[config.mk]
export PLATFORM = sky130hd
export DESIGN_NAME = program_loader
export DESIGN_NICKNAME = d
export VERILOG_FILES = /design/src/rtl/loader_pkg.sv /design/src/rtl/flopr.sv /design/src/rtl/program_loader_assembler.sv /design/src/rtl/program_loader.sv
export SDC_FILE = /design/constraint.sdc
export NUM_CORES = 1
export LEC_CHECK = 0
export BUFFER_PORTS_ARGS = -buffer_cell sky130_fd_sc_hd__buf_2
export CORE_ASPECT_RATIO = 0.7
export CORE_MARGIN = 8
export CORE_UTILIZATION = 25
export CTS_CLUSTER_SIZE = 14
export DETAILED_ROUTE_END_ITERATION = 10
export GPL_ROUTABILITY_DRIVEN = 0
export PLACE_DENSITY = 0.49
export SLEW_MARGIN = 20
export SYNTH_ARGS = -nofsm -noshare
export SYNTH_HDL_FRONTEND = slang
export SYNTH_SLANG_ARGS = --single-unit
[constraint.sdc]
create_clock -name clk -period 2.3 [get_ports clk]
set_input_delay 0.115 -clock clk [delete_from_list [all_inputs] [get_ports clk]]
set_output_delay 0.115 -clock clk [all_outputs]
set_load 0.01 [all_outputs]
[src/rtl/loader_pkg.sv]
// Shared types and constants for the instruction-memory program loader.
package loader_pkg;

  localparam int ADDR_WIDTH  = 8;
  localparam int INSTR_WIDTH = 10;
  localparam int PAD_WIDTH   = 6;

  typedef enum logic [2:0] {
    IDLE,
    COUNT,
    LO,
    HI,
    WRITE,
    DONE,
    ERR
  } loader_state_t;

  // True when any of the unused upper bits of an instruction high byte are set.
  function automatic logic pad_nonzero(input logic [7:0] hi_byte);
    return hi_byte[7:8-PAD_WIDTH] != '0;
  endfunction

endpackage

[src/rtl/flopr.sv]
// Generic resettable register with synchronous active-high reset.
module flopr #(
  parameter int WIDTH = 8
) (
  input  logic             clk,
  input  logic             reset,
  input  logic [WIDTH-1:0] d,
  output logic [WIDTH-1:0] q
);

  always_ff @(posedge clk) begin
    if (reset) q <= '0;
    else       q <= d;
  end

endmodule

[src/rtl/program_loader_assembler.sv]
// Captures the low byte of an instruction and registers the full 10-bit word
// once the high byte arrives.
module instr_assembler
  import loader_pkg::*;
(
  input  logic                   clk,
  input  logic                   reset,
  input  logic                   lo_load,
  input  logic [7:0]             lo_data,
  input  logic                   hi_load,
  input  logic [1:0]             hi_bits,
  output logic [INSTR_WIDTH-1:0] instruct
);

  logic [7:0]             lo_q;
  logic [7:0]             lo_d;
  logic [INSTR_WIDTH-1:0] instr_d;

  // Both registers hold their value unless their load strobe is high.
  assign lo_d    = lo_load ? lo_data : lo_q;
  assign instr_d = hi_load ? {hi_bits, lo_q} : instruct;

  flopr #(.WIDTH(8)) lo_reg (
    .clk   (clk),
    .reset (reset),
    .d     (lo_d),
    .q     (lo_q)
  );

  flopr #(.WIDTH(INSTR_WIDTH)) instr_reg (
    .clk   (clk),
    .reset (reset),
    .d     (instr_d),
    .q     (instruct)
  );

endmodule

[src/rtl/program_loader.sv]
// Streams a byte-encoded program into instruction memory and holds the
// processor in reset until the whole program has been written.
module program_loader
  import loader_pkg::*;
#(
  parameter logic [ADDR_WIDTH-1:0] BASE_ADDR  = 8'h00,
  parameter bit                    STRICT_PAD = 1'b1
) (
  input  logic                   clk,
  input  logic                   reset,
  input  logic                   start,
  input  logic                   byte_valid,
  input  logic [7:0]             byte_data,
  output logic                   byte_ready,
  output logic                   memWrite,
  output logic [ADDR_WIDTH-1:0]  adr,
  output logic [INSTR_WIDTH-1:0] instruct,
  output logic                   cpu_reset,
  output logic                   busy,
  output logic                   done,
  output logic                   error
);

  loader_state_t         state;
  logic [7:0]            n_total;
  logic [ADDR_WIDTH-1:0] idx;
  logic                  xfer;
  logic                  pad_err;
  logic                  lo_load;
  logic                  hi_load;
  logic                  last;

  assign xfer    = byte_valid & byte_ready;
  assign pad_err = STRICT_PAD && pad_nonzero(byte_data);
  assign lo_load = xfer && (state == LO);
  assign hi_load = xfer && (state == HI) && !pad_err;
  // A count of zero wraps to 255 here, which makes it mean 256 instructions.
  assign last    = (idx == n_total - 8'd1);

  instr_assembler assembler (
    .clk      (clk),
    .reset    (reset),
    .lo_load  (lo_load),
    .lo_data  (byte_data),
    .hi_load  (hi_load),
    .hi_bits  (byte_data[1:0]),
    .instruct (instruct)
  );

  always_ff @(posedge clk) begin
    if (reset) begin
      state      <= IDLE;
      n_total    <= '0;
      idx        <= '0;
      adr        <= '0;
      memWrite   <= 1'b0;
      byte_ready <= 1'b0;
      busy       <= 1'b0;
      done       <= 1'b0;
      error      <= 1'b0;
      cpu_reset  <= 1'b1;
    end else begin
      memWrite <= 1'b0;
      case (state)
        IDLE, DONE, ERR: begin
          if (start) begin
            state      <= COUNT;
            byte_ready <= 1'b1;
            busy       <= 1'b1;
            done       <= 1'b0;
            error      <= 1'b0;
            cpu_reset  <= 1'b1;
          end
        end
        COUNT: begin
          if (xfer) begin
            n_total <= byte_data;
            idx     <= '0;
            state   <= LO;
          end
        end
        LO: begin
          if (xfer) state <= HI;
        end
        HI: begin
          if (xfer) begin
            byte_ready <= 1'b0;
            if (pad_err) begin
              state <= ERR;
              busy  <= 1'b0;
              error <= 1'b1;
            end else begin
              state    <= WRITE;
              memWrite <= 1'b1;
              adr      <= BASE_ADDR + idx;
            end
          end
        end
        WRITE: begin
          idx <= idx + 8'd1;
          if (last) begin
            state     <= DONE;
            busy      <= 1'b0;
            done      <= 1'b1;
            cpu_reset <= 1'b0;
          end else begin
            state      <= LO;
            byte_ready <= 1'b1;
          end
        end
        default: state <= IDLE;
      endcase
    end
  end

endmodule

=== After elaboration in Yosys (flattened, before gate mapping) ===
Index checks and enable logic that the tools add are counted.

* Input port bits: 12
* Bits in registers: 51
* Logic and storage cells: 77
* Output and inout bits: 24

* Reductions and logical operators: 20
* Eq/ne operators: 14
* Bitwise logic cells: 4
* Add/subtract/negate cells: 2
* Mux-type cells: 25

{| class="wikitable"
|+ Operators by type and width
! cell !! count
|-
| one-hot mux 8 bit (2 select lines) || 1
|-
| two-way mux 3 bit || 5
|-
| one-hot mux 3 bit (5 select lines) || 1
|-
| != test 2 bit (second input constant) || 7
|-
| AND reduction 4 bit || 3
|-
| two-way mux 1 bit || 11
|-
| equality test 3 bit (second input constant) || 3
|-
| adder 8 x 1 -> 8 bit (second input constant) || 1
|-
| equality test 8 bit || 1
|-
| two-way mux 8 bit || 1
|-
| subtractor 8 x 1 -> 8 bit (second input constant) || 1
|-
| equality test 3 x 2 -> 1 bit (second input constant) || 2
|-
| one-hot mux 1 bit (2 select lines) || 3
|-
| one-hot mux 1 bit (3 select lines) || 2
|-
| AND reduction 3 bit || 2
|-
| nonzero test 2 bit || 3
|-
| nonzero test 6 bit || 1
|-
| OR reduction 3 bit || 2
|-
| AND reduction 5 bit || 1
|-
| AND reduction 2 bit || 2
|-
| equality test 3 x 1 -> 1 bit (second input constant) || 1
|-
| logical AND 1 bit || 3
|-
| logical NOT 3 bit || 1
|-
| NOT 1 bit || 3
|-
| 4 further kinds || 4
|}

=== Depth between registers and ports, before layout ===
Gate-level depths: netlist of the first run.

* Word-level depth: 4
* Mapped depth: 8
* Mapped depth without buffers: 8

=== Modules after synthesis ===
A second synthesis of the first run with hierarchy kept.

* Cells, all modules: 262
* Area, all modules: 2461.1 µm²

{| class="wikitable"
|+ Modules (own cells, without submodules)
! module !! area an instance (µm²) !! cells an instance !! seq. area each (µm²) !! instances
|-
| program_loader || 1695.4 || 206 || 660.6 || 1
|-
| instr_assembler || 292.8 || 20 || 0.0 || 1
|-
| flopr at assembler.instr_reg || 262.8 || 20 || 200.2 || 1
|-
| flopr at assembler.lo_reg || 210.2 || 16 || 160.2 || 1
|}

=== Least setup slack after synthesis of the first run ===
OpenSTA, ideal clock, no wires.

* Kind: register to register
* From: register n_total[0]
* To: register byte_ready
* Clock period less this slack: 1.924 ns
* Path buffers: 0
* Arrival: 1.810 ns
* Data required time: 2.186 ns
* Setup slack: 0.376 ns
* Library setup time: 0.114 ns
* Cell stages (with the launch flop): 9
* Cell sequence: dfxtp_1 inv_1 ha_1 and2_1 o21a_1 o31a_1 nor4_2 nand3_2 a21o_1

* Cells in the longest elaborated chain, start to end: 4

{| class="wikitable"
|+ RTL lines
! what !! line !! source
|-
| start, declared || program_loader.sv:25 || <nowiki>logic [7:0] n_total;</nowiki>
|-
| start signal, assigned || program_loader.sv:77 || <nowiki>n_total <= byte_data;</nowiki>
|-
| subtractor 8 x 1 -> 8 bit || program_loader.sv:38 || <nowiki>assign last = (idx == n_total - 8'd1);</nowiki>
|-
| equality test 8 bit || program_loader.sv:38 ||
|-
| != test 2 bit (no source line) || -- ||
|-
| AND reduction 4 bit (no source line) || -- ||
|-
| end signal, assigned || program_loader.sv:57 || <nowiki>byte_ready <= 1'b0;</nowiki>
|-
| end signal, assigned || program_loader.sv:68 || <nowiki>byte_ready <= 1'b1;</nowiki>
|-
| end signal, assigned || program_loader.sv:87 || <nowiki>byte_ready <= 1'b0;</nowiki>
|-
| end, declared || program_loader.sv:14 || <nowiki>output logic byte_ready,</nowiki>
|}

No other way between the ends.
A chain may end at the register's enable or synchronous reset.

=== Final worst setup path of the first run ===
Same ends and word-level chain as after synthesis.

==> results of run 1 <==
## per-stage QoR
step | hold slack, ns | area [sq um] | power, uW | util, % | setup WS, ns
finish | 0.0809 | 2860 | 2290 | 30.1 | 0.166
floorplan | 0.251 | 2400 | 1430 | - | 0.376
global route | 0.0850 | 2860 | 2430 | 30.1 | 0.00267
CTS | 0.0738 | 2860 | 2320 | 30.1 | 0.142
global placement | 0.391 | 2710 | 1560 | 28.5 | 0.221
detailed placement | 0.392 | 2710 | 1560 | 28.5 | 0.163
## flip-flops by register name (all words and copies together) (netlist names)
name	count
busy	1
state	3
byte_ready	1
done	1
adr	8
memWrite	1
error	1
assembler.lo_reg.q	8
assembler.instr_reg.q	10
idx	8
cpu_reset	1
n_total	8
## final timing paths
path                                         startpoint                 endpoint  slack (ns)  cells after the start
worst max register to register  n_total[0]$_SDFFE_PP0P_  byte_ready$_SDFFE_PP0P_        0.17                      8
worst min-delay path                       byte_data[5]  n_total[5]$_SDFFE_PP0P_        0.08                      3
worst min register to register  n_total[7]$_SDFFE_PP0P_  n_total[7]$_SDFFE_PP0P_        0.47                      2
worst max-delay path            n_total[0]$_SDFFE_PP0P_  byte_ready$_SDFFE_PP0P_        0.17                      8
## worst min-delay path: stages
cell	delay, ns
sky130_fd_sc_hd__buf_2	0.11
sky130_fd_sc_hd__nand2_1	0.05
sky130_fd_sc_hd__a21oi_1	0.05
## power by group
part	total (uW)	internal, uW	switching, uW
sequential	1020	936	80.3
combinational	521	224	297
clock	757	408	349
total	2290	1570	726
## per-layer routing
metal  global-route usage [%]  wire, um
met2                     13.2      2340
met3                     2.97       306
met5                        0         0
met4                     3.39        79
met1                     12.5      3010
## kinds of logic after synthesis
kind of cell | Yosys count | share of synthesized area, %
AND/OR/NAND/NOR | 113 | 23.9
XOR/XNOR | 10 | 3.66
buffers and inverters | 20 | 4.39
AO/OA/AOI/OAI | 45 | 12.2
adder cells (fa/ha/maj) | 2 | 1.04
multiplexers | 29 | 12.2
flip-flops | 51 | 42.6
## cells in the final DEF (no fill, tap or decap), types with 2 or more instances in the layout
cell,Yosys,routed
sky130_fd_sc_hd__o211a_1,2,2
sky130_fd_sc_hd__o21ai_0,6,6
sky130_fd_sc_hd__a311oi_1,2,2
sky130_fd_sc_hd__nor2_1,46,46
sky130_fd_sc_hd__nor3b_1,2,2
sky130_fd_sc_hd__nor3_1,5,5
sky130_fd_sc_hd__nor4_2,2,2
sky130_fd_sc_hd__o211ai_1,2,2
sky130_fd_sc_hd__buf_2,3,35
sky130_fd_sc_hd__nor2b_1,2,2
sky130_fd_sc_hd__a21o_1,2,2
sky130_fd_sc_hd__xnor2_1,6,6
sky130_fd_sc_hd__nand3_1,6,6
sky130_fd_sc_hd__a31oi_1,2,2
sky130_fd_sc_hd__xor2_1,4,4
sky130_fd_sc_hd__mux2i_1,27,27
sky130_fd_sc_hd__ha_1,2,2
sky130_fd_sc_hd__dfxtp_1,51,51
sky130_fd_sc_hd__nand3_2,2,2
sky130_fd_sc_hd__o21a_1,3,3
sky130_fd_sc_hd__nand2b_1,2,2
sky130_fd_sc_hd__o21bai_1,2,2
sky130_fd_sc_hd__inv_1,4,4
sky130_fd_sc_hd__buf_4,3,9
sky130_fd_sc_hd__nand2_1,30,30
sky130_fd_sc_hd__o31a_1,2,2
sky130_fd_sc_hd__a21oi_1,16,16
sky130_fd_sc_hd__a211oi_1,5,5
sky130_fd_sc_hd__nand4_1,2,2
sky130_fd_sc_hd__clkbuf_16,0,5
## final cells by class
cell class                      instances  area [sq um]
Clock buffer                            5           125
Clock inverter                          3          22.5
Fill cell                            1005          6640
Sequential cell                        51          1020
Timing Repair Buffer                   44           243
Tap cell                              128           160
Inverter                                4          15.0
Multi-Input combinational cell        199          1270
==> summary.md, run 1 <==
The flow ran to the end, and the final reports show no timing, DRC or antenna violations. At the pin with the least slew margin, the transition time is 0.549 ns. The synthesized design contains 51 register bits. Setup repair after global routing left no endpoint under its margin. After the last flow step, the layout net total stands at 319. Across the VDD grid, the largest voltage drop is 292 uV. In this run the count of I/O pins placed on the die edge is 36. The tools report the sort of element at the end of the critical path as a flop.

TritonCTS built the clock tree. The die covers 13,000 sq um. When the netlist entered floorplanning its net count stood at 284. The final routed wire length divided by cell count was 13.2 um; the arrival time at the worst endpoint was 2.33 ns. The clock latency at the later pin of the worst-skew pair came out at 0.29 ns. The portion of synthesized cell area occupied by the leading cell type is 42.6%, and the count of nets left with antenna violations after detail routing is 0. In this design, the stage delay of the slowest critical-path cell is 0.43 ns. The via count of the first global-routing pass was 1,930; the final-report hold violation count was 0. Counting instances in the post-synthesis netlist gives the leading cell types as sky130_fd_sc_hd__dfxtp_1, sky130_fd_sc_hd__nor2_1, sky130_fd_sc_hd__nand2_1.

Counting along the longest clock path gives a buffer depth of 2. The tools report the portion of the post-synthesis area used by sequential elements as 42.6%. The area growth from synthesis to layout is 19.2%, and the number of antenna violations at the first check in global routing is 0. The die is 97.9 um tall. The tools report the half-perimeter wire length of the detailed placement result as 4120 um. Kind of cell with the highest combined delay on the critical path: compound AO/OA/AOI/OAI gates. The tools report the startpoint type of the worst setup path as a flop.

The number of synthesized flops with an enable pin was 0; the wire length of the first global-routing pass was 9780 um. The via density per instance is 4.50, and the maximum level of the CTS H-tree is 2. The synthesized design spends more area on one cell type than any other, namely sky130_fd_sc_hd__dfxtp_1. The number of cells after detailed placement was 426. The proportion of synthesized flip-flops having asynchronous set or reset works out to 0%. The number of rows in the core area is 30.

The run gives 1,951 as the total vias in the final route. The tools report the floorplan core area as 9500 sq um. In the final timing run, aggregate negative setup slack is 0 ns.

Final cell count without fillers: 434. For this configuration, the core starts out at a cell density of 25.2%. The count of warnings emitted by yosys is 0, and the final number of setup-violating endpoints is 0. Entering global routing, the biggest net connects 31 pins.

The power per cell area was 803 nW/um^2. The synthesized netlist contains 48 unique library cells. The buffers plus inverters on the worst setup path works out to 1. The worst setup path is of the flop to flop kind. A synthesized cell averages 8.87 sq um. After technology mapping, the gate count stands at 270.

The signal on the critical path passes through inv_1 -> ha_1 -> and2_1 -> o21a_1 -> o31a_1 -> nor4_2 -> nand3_2 -> a21o_1. The worst path uses 92.8% of the clock period. The final number of max-transition violations came out at 0. In this run, the number of DRC markers left after iteration 0 of detailed routing was 61. The leakage power figure is 0.00125 uW, and the clock-pin transition on the worst setup and hold timing paths is 0.07 ns. The smallest clock period supported by the final layout is computed as 2.13 ns. The total overflow left after global routing is 0.

The critical path required time was 2.49 ns. The largest individual stage delay along the critical path comes from the cell sky130_fd_sc_hd__dfxtp_1. The dominant register cell in the synthesized netlist was sky130_fd_sc_hd__dfxtp_1. Max-cap violations in this run came to 0.

The largest clock skew in the final design was 0.00510 ns; the routed wire length was 5730 um. For this design, the CTS-stage hold fixing added 0 buffers. Of the cells placed in the final design, the portion with a size suffix greater than 1 is 21.6%.

The number of remaining DRC errors is 0. The first detailed-routing pass ran for 4 iterations. From left edge to right edge, the die measures 133 um. In this run the clock root is driven by a sky130_fd_sc_hd__clkbuf_16. Ranked by total cell area, the synthesized netlist is headed by sky130_fd_sc_hd__dfxtp_1, sky130_fd_sc_hd__mux2i_1, sky130_fd_sc_hd__nor2_1. The most common cell in the synthesized netlist is sky130_fd_sc_hd__dfxtp_1. The clock buffer count from CTS is 5.

The overall track demand over capacity in global routing is 9.20%, and the count of instances resized after the clock tree is built is 0. The run gives 2400 sq um as the synthesized cell area. Based on the critical path, the design can be clocked at up to 469 MHz.

Headroom to the max-slew limit came out at 63.0%. Post-CTS setup repair buffer count: 0. The number of buffers added on ports works out to 35. In this run the worst hold path is classified as primary input to flop.

Counting every sink on the clock net gives 51. The number of antenna cells inserted was 0; the top fanout value on the critical path was 6.
(Power assumes the default switching activity.)
==> run 2: changes to the inputs <==
ABC_CLOCK_PERIOD_IN_PS = 2300   (was not set)
MAX_ROUTING_LAYER = met4   (was not set)
PLACE_DENSITY = 0.51   (was 0.49)
==> run 2 against run 1 <==
Net effect:
- maximum frequency grew 2.7%
- highest routed layer unchanged
- register-to-register slack gained 0.06 ns
- worst setup slack gained 0.056 ns
- hold slack gained 0.0018 ns
- sequential cell count is the same
- sequential power is essentially flat
- combinational power shrank 0.8%
- clock power shrank 0.8%
- count of clock-buffer cells in the layout grew 1
- largest cell class unchanged
- die area is the same
==> summary.md, run 2 (synthesized netlist as in run 1, its figures left out) <==
CTS placed an instance of sky130_fd_sc_hd__clkbuf_16 at the clock tree root. At the worst endpoint, the required time is 2.50 ns. The register with the most flip-flops in the layout has 10 of them. Between clock sinks in the finished design, the worst skew comes to 0.00372 ns. The tools report the arrival time at the worst endpoint as 2.28 ns. After the last flow step, the layout net total stands at 319. The clock period minus final worst setup slack works out to 2.08 ns.

Clock tree synthesis inserted a total of 5 buffers. The slew at the pin closest to its max-slew limit was 0.731 ns. TritonCTS built the clock tree. The maximum vdd drop was 312 uV. In this run the number of H-tree levels came out at 2. From bottom edge to top edge, the die measures 97.9 um. The min-delay analysis places its worst path in the category primary input to flop. Switching share of power: 31.6%. The via count of the first global-routing pass is 1,971, and the routed wire length is 5850 um. For the count of hold buffers inserted by post-cts repair, the log shows 0. In this run the static leakage power is 0.00124 uW. The initial cell density of the core is 25.2%, and the number of buffers added on ports is 35. The iteration count of the initial detailed-routing pass is 4, and the initial DRC count is 93. The clock network burns 32.7% of the power. Sequential cells account for 44.7% of the total power. The overall track demand over capacity in global routing was 9.47%; the number of antenna cells inserted was 0.

Row generation in the floorplan step produced 30 rows. The logs give 0 for the final number of max-transition violations and 51.2% for the relative slew slack. The total vias in the final route came out at 1,935. The clock drives 51 sinks. The top cell types in the final layout, fill and taps aside, are sky130_fd_sc_hd__dfxtp_1, sky130_fd_sc_hd__nor2_1, sky130_fd_sc_hd__buf_2. The run gives 9950 um as the wire length of the first global-routing pass.

The part of the cycle the worst path needs is 90.4%, and the floorplan core area is 9500 sq um. The combinational cell fraction of total power is 22.6%. The area growth from synthesis to layout was 19.2%; the sum of internal, switching and leakage power was 2290 uW.

The largest net degree at the start of global routing came out at 38. Power spread over the standard cell area amounts to 803 nW/um^2. The total overflow left after global routing is 0. For this design the top-level I/O count stands at 36. The die covers 13,000 sq um.

Setup total negative slack on the finished layout was measured at 0 ns. The tools report the sequential cell area as 1020 sq um. Detailed placement finished with a half-perimeter wire length of 4110 um. The number of antenna violations at the first check in global routing is 0. The maximum achievable frequency was 481 MHz.

The flow ran to the end, and the final reports show no timing, DRC or antenna violations. Setup repair after global routing left no endpoint under its margin. The cell-internal power was 1570 uW. The count of nets left with antenna violations after detail routing is 0, and the clock tree buffer depth is 2. Most common cell after layout, fill and taps aside: sky130_fd_sc_hd__dfxtp_1.

Clock-pin slew was measured on the worst setup and hold paths at 0.07 ns. In the final routed layout, each cell accounts on average for 13.5 um. Number of max-cap violations: 0.

The sort of element at the end of the critical path is a flop. The share of layout cells above drive strength 1 is 21.6%, and the final number of setup-violating endpoints is 0. After detailed routing, the number of vias per cell comes to 4.46.

The top fanout value on the critical path is 6. Clock latency at the later pin of the worst-skew pair: 0.29 ns. The run gives 0 as the final-report hold violation count. The worst setup path is of the flop to flop kind. The run gives 1270 sq um as the area used by multi-input combinational logic. After detailed routing, the number of remaining DRC violations is 0. The die is 133 um wide.

Counting the fill cells in the layout gives 1,031. For the switching component of the power, the log shows 724 uW. Counting flops per register, the top entry is assembler.instr_reg.q.

STA classifies the critical path startpoint as a flop.
-- run 2: layout make-up --
cell class | count | share of cell area [%]
multi-input combinational | 199 | 44.5
sequential | 51 | 35.8
timing repair buffer | 44 | 8.50
tap | 128 | 5.61
clock buffer | 6 | 4.51
clock inverter | 2 | 0.570
inverter | 4 | 0.526
-- run 2: critical path, stage by stage, from the launching register on --
cell and delay, ns:
sky130_fd_sc_hd__dfxtp_2 0.38, sky130_fd_sc_hd__inv_1 0.05, sky130_fd_sc_hd__ha_1 0.27, sky130_fd_sc_hd__and2_1 0.21, sky130_fd_sc_hd__o21a_1 0.18, sky130_fd_sc_hd__o31a_1 0.24
sky130_fd_sc_hd__nor4_2 0.23, sky130_fd_sc_hd__nand3_2 0.18, sky130_fd_sc_hd__a211oi_1 0.24
-- run 2: power groups by stage --
stage / sequential [uW] / combinational [uW] / clock [uW]
2_1_floorplan: 1010 / 423 / 0
3_3_place_gp: 1040 / 512 / 0
3_5_place_dp: 1040 / 511 / 0
4_1_cts: 1020 / 515 / 766
5_1_grt: 1030 / 581 / 802
6_report: 1030 / 517 / 751
-- run 2: worst paths after layout --
kind                                              start                      end  slack (ns)  cells after the start
worst max-delay path            n_total[0]$_SDFFE_PP0P_    state[2]$_SDFFE_PP0P_        0.22                      8
worst min register to register  n_total[7]$_SDFFE_PP0P_  n_total[7]$_SDFFE_PP0P_        0.47                      2
worst max register to register  n_total[0]$_SDFFE_PP0P_    state[2]$_SDFFE_PP0P_        0.22                      8
worst min-delay path                       byte_data[4]  n_total[4]$_SDFFE_PP0P_        0.08                      3
-- run 2: metrics by stage --
stage | area [sq um] | hold WS, ns | std cells | utilization, % | setup slack, ns
finish | 2860 | 0.0827 | 434 | 30.1 | 0.222
global route | 2860 | 0.0984 | 434 | 30.1 | 0.0180
CTS | 2850 | 0.0809 | 434 | 30.1 | 0.152
detailed placement | 2710 | 0.390 | 426 | 28.5 | 0.188
global placement | 2710 | 0.388 | 426 | 28.5 | 0.229
floorplan | 2400 | 0.251 | 270 | - | 0.376
-- run 2: timing repair --
| item | in CTS | in global routing |
|---|---|---|
| resized for setup | 0 | 1 |
| endpoints found under the setup margin | 0 | 1 |
| setup buffers | 0 | 0 |
-- run 2: metal layers --
metal	vias to the layer above	GRT usage, %	part of all wire (%)	routed length, um
met1	884	13.5	55	3250
met5	-	-	0	0
li1	1003	-	-	-
met3	6	2.36	3.1	184
met4	0	2.26	1.0	59
met2	42	12.9	40	2360
==> run 3: changes to the inputs <==
SYNTH_HIERARCHICAL = 1   (was not set)
==> run 3 against run 2 <==
Net effect:
- combinational power is 20% lower
- sequential share of layout area is 1.6 points lower
- maximum frequency is 3.8% lower
- register-to-register slack worse by 0.08 ns
- total power is 3.9% higher
- synthesized cell count is 3.0% lower
- via count is 0.57% lower
- wire length is 1.3% lower
- area after synthesis is 2.7% higher
- critical path depth stayed put
- sequential cell count stayed put
- critical path type unchanged
- largest power group unchanged
- highest routed layer unchanged
==> summary.md, run 3 <==
The synthesized design contains 0 enable-type register cells. The area growth from synthesis to layout was 21.3%. The final instance area was 2980 sq um. For the via count of the first global-routing pass, the log shows 1,885. After layout, the worst setup slack is 0.140 ns. Once detailed placement completed, the half-perimeter wirelength came to 4270 um.

Walking the worst path, the cells encountered are inv_1 -> ha_2 -> or3b_1 -> o31a_1 -> o211ai_1 -> a211oi_2 -> buf_4 -> o31a_1. The tools report the wire length of the first global-routing pass as 9770 um. The first detailed-routing pass ran for 4 iterations. The maximum vdd drop was 320 uV.

The tools report the final number of max-transition violations as 0. In this run the core area contains 30 standard-cell rows. Dividing the final minimum period by the clock period gives 93.9%. For the share of power burned in registers, the log shows 42.5%. The power per cell area works out to 798 nW/um^2. The die extent in x came out at 135 um. The flow ran to the end, and the final reports show no timing, DRC or antenna violations. Summing over every cut layer, the via total after detailed routing is 1,924. The combinational cell fraction of total power is 17.5%.

Of the cells placed in the final design, the portion with a size suffix greater than 1 is 26.8%. The sort of element at the end of the critical path is a flop. Static timing analysis puts the maximum clock frequency at 463 MHz. In the final routed layout, each cell accounts on average for 13.5 um.

TritonCTS created 5 clock buffers. For the synthesized cell area, the log shows 2460 sq um. Critical path required time: 2.48 ns. The run gives 27 as the largest net degree at the start of global routing. The worst setup path is launched from a flop. The kind of cell with the highest combined delay on the critical path is compound AO/OA/AOI/OAI gates. The analysis attributes to cell leakage a power of 0.00124 uW. The clock tree synthesis step divided the H-tree into 2 levels. The number of antenna cells inserted is 0. Timing analysis after detailed placement gives a worst setup slack of 0.0814 ns. The tool flagged a number of max-cap violations equal to 0. The library cell used most frequently in the layout, excluding fill and tap cells, is sky130_fd_sc_hd__dfxtp_1. The run gives 2.34 ns as the arrival time at the worst endpoint. The delay of the slowest critical-path stage is 0.40 ns. The tree is rooted in a sky130_fd_sc_hd__clkbuf_16. The initial DRC count is 88.

The worst setup path is of the flop to flop kind. Summed over all instances, the cell type with the most area after synthesis is sky130_fd_sc_hd__dfxtp_1. The clock drives 51 sinks.

Of the total power, the clock network draws 40.0%. On the final layout, the worst hold slack is 0.0797 ns. TritonCTS built the clock tree. The logs give 1,019 for the number of fill cells in the layout and 276 for the net count after synthesis. The cell count after synthesis came out at 262. Ranked by flip-flop count, first place goes to assembler/instr_reg/q. Of the total power, the share spent switching nets is 26.8%. The floorplan core area was 9650 sq um; the synthesis-stage register bit count was 51. The tools report the summed negative setup slack over all endpoints as 0 ns.

The run gives 25.5% as the initial cell density of the core. The tightest min-delay check is of the primary input to flop type. The net count of the finished layout is 312. From bottom edge to top edge, the die measures 99.0 um. The run gives 0 as the final number of setup-violating endpoints. The library cell appearing most often on the critical path was sky130_fd_sc_hd__o31a_1. The clock passes through at most 2 buffers. By count the netlist is led by sky130_fd_sc_hd__dfxtp_1, sky130_fd_sc_hd__nor2_1, sky130_fd_sc_hd__nand2_1. Ranked by total cell area, the synthesized netlist is headed by sky130_fd_sc_hd__dfxtp_1, sky130_fd_sc_hd__mux2_4, sky130_fd_sc_hd__nor2b_1.

In this run the power spent charging and discharging nets is 639 uW. I/O pin count: 36. The number of buffers added on ports was 35. Yosys instantiated no cell more often than sky130_fd_sc_hd__dfxtp_1. The clock period minus final worst setup slack was 2.16 ns. The logs give 0 for the number of antenna violations at the first check in global routing and 5770 um for the routed wire length. During synthesis, Yosys emitted a total of 6 warnings. After detailed routing, the number of vias per cell comes to 4.51. The number of distinct library cells after synthesis was 47; the overall track demand over capacity in global routing was 9.42%.

Headroom to the max-slew limit came out at 68.9%. Among all stages on the critical path, the largest delay is contributed by sky130_fd_sc_hd__or3b_1. The portion of the post-synthesis area used by sequential elements came out at 41.5%. Clock-pin slew was measured on the worst setup and hold paths at 0.07 ns. The critical path contains buffers and inverters numbering 2 combined. The clock reaches the later pin of the worst-skew pair after 0.29 ns.

The top fanout value on the critical path was 6; the share of the core filled with cells in the final layout was 30.9%. Of the post-synthesis cell area, the dominant cell type holds 41.5%. The die outline area is 13,300 sq um, and the count of nets left with antenna violations after detail routing is 0. The dominant register cell in the synthesized netlist was sky130_fd_sc_hd__dfxtp_1. Averaged over all synthesized cells, the footprint is 9.39 sq um. The final-report hold violation count came out at 0. After synthesis, the share of flip-flops with an asynchronous set or reset is 0%. The internal portion of the total power is 1740 uW.

For this run the aggregate overflow at the end of global routing stands at 0. In the routed design, unresolved DRC markers number 0. Leaving out fill and tap cells, the most frequent cells in the layout are sky130_fd_sc_hd__dfxtp_1, sky130_fd_sc_hd__buf_2, sky130_fd_sc_hd__nor2_1. The slew at the pin closest to its max-slew limit is 0.467 ns. Setup repair after global routing left no endpoint under its margin. Clock skew on the completed layout was measured at 0.00649 ns. The register with the most flip-flops in the layout has 10 of them. Cell area after placement: 2790 sq um.
run 3: cell types whose count changed after synthesis, sizes merged, moves of 3 or more:
cell / before / now
and3: 1 / 4
mux2: 2 / 19
nor2b: 2 / 20
mux2i: 27 / 8
nor2: 47 / 25
nor3: 6 / 3
nand2: 31 / 22
run 3: cells by family (layout without fill, tap and decap cells):
group	Yosys count	after routing	synth area share (%)
flip-flops	51	51	41.5
XOR/XNOR	9	9	3.20
multiplexers	27	27	14.7
buffers and inverters	21	58	4.07
AND/OR/NAND/NOR	102	102	22.2
AO/OA/AOI/OAI	50	50	13.4
adder cells (fa/ha/maj)	2	2	1.02
run 3: final cells by class:
class	instances	area, sq um	area share [%]
clock inverter	2	60.1	2.01
inverter	6	22.5	0.755
timing repair buffer	44	243	8.13
multi-input combinational	190	1350	45.2
tap	128	160	5.37
clock buffer	6	129	4.32
sequential	51	1020	34.2
run 3: final timing paths:
check,cells after the start,end,from,slack [ns]
max,8,state[2]$_SDFFE_PP0P_,n_total[0]$_SDFFE_PP0P_,0.14
max reg2reg,8,state[2]$_SDFFE_PP0P_,n_total[0]$_SDFFE_PP0P_,0.14
min,3,n_total[2]$_SDFFE_PP0P_,byte_data[2],0.08
min reg2reg,2,n_total[7]$_SDFFE_PP0P_,n_total[7]$_SDFFE_PP0P_,0.48
run 3: repair_timing:
action / CTS / global route
buffers inserted: 0 / 1
resized for setup: 0 / 1
hold buffers: 0 / 0
endpoints found under the setup margin: 0 / 6
run 3: worst register-to-register path, stage by stage (launching register included):
cell and delay (ns):
sky130_fd_sc_hd__dfxtp_1 0.37, sky130_fd_sc_hd__inv_1 0.08, sky130_fd_sc_hd__ha_2 0.21, sky130_fd_sc_hd__or3b_1 0.40, sky130_fd_sc_hd__o31a_1 0.27, sky130_fd_sc_hd__o211ai_1 0.22, sky130_fd_sc_hd__a211oi_2 0.07, sky130_fd_sc_hd__buf_4 0.17
sky130_fd_sc_hd__o31a_1 0.27
run 3: power groups by stage:
| stage | combinational (uW) | sequential (uW) | clock, uW |
|---|---|---|---|
| after floorplan | 326 | 996 | 0 |
| after global placement | 406 | 1030 | 0 |
| after detailed placement | 409 | 1030 | 0 |
| after CTS | 414 | 1010 | 979 |
| after global routing | 466 | 1020 | 1020 |
| final | 416 | 1010 | 953 |
run 3: metrics by stage:
step                      std cells  total power (uW)
final                           427              2380
after global routing            427              2510
after CTS                       426              2410
after detailed placement        418              1440
after global placement          418              1440
after floorplan                 262              1320
run 3: per-layer routing:
| layer | global-route usage, % | vias to the layer above | wire length, um |
|---|---|---|---|
| li1 | - | 999 | - |
| met1 | 13.1 | 878 | 3180 |
| met2 | 12.3 | 40 | 2230 |
| met3 | 3.05 | 7 | 282 |
| met4 | 3.18 | 0 | 81 |
| met5 | - | - | 0 |
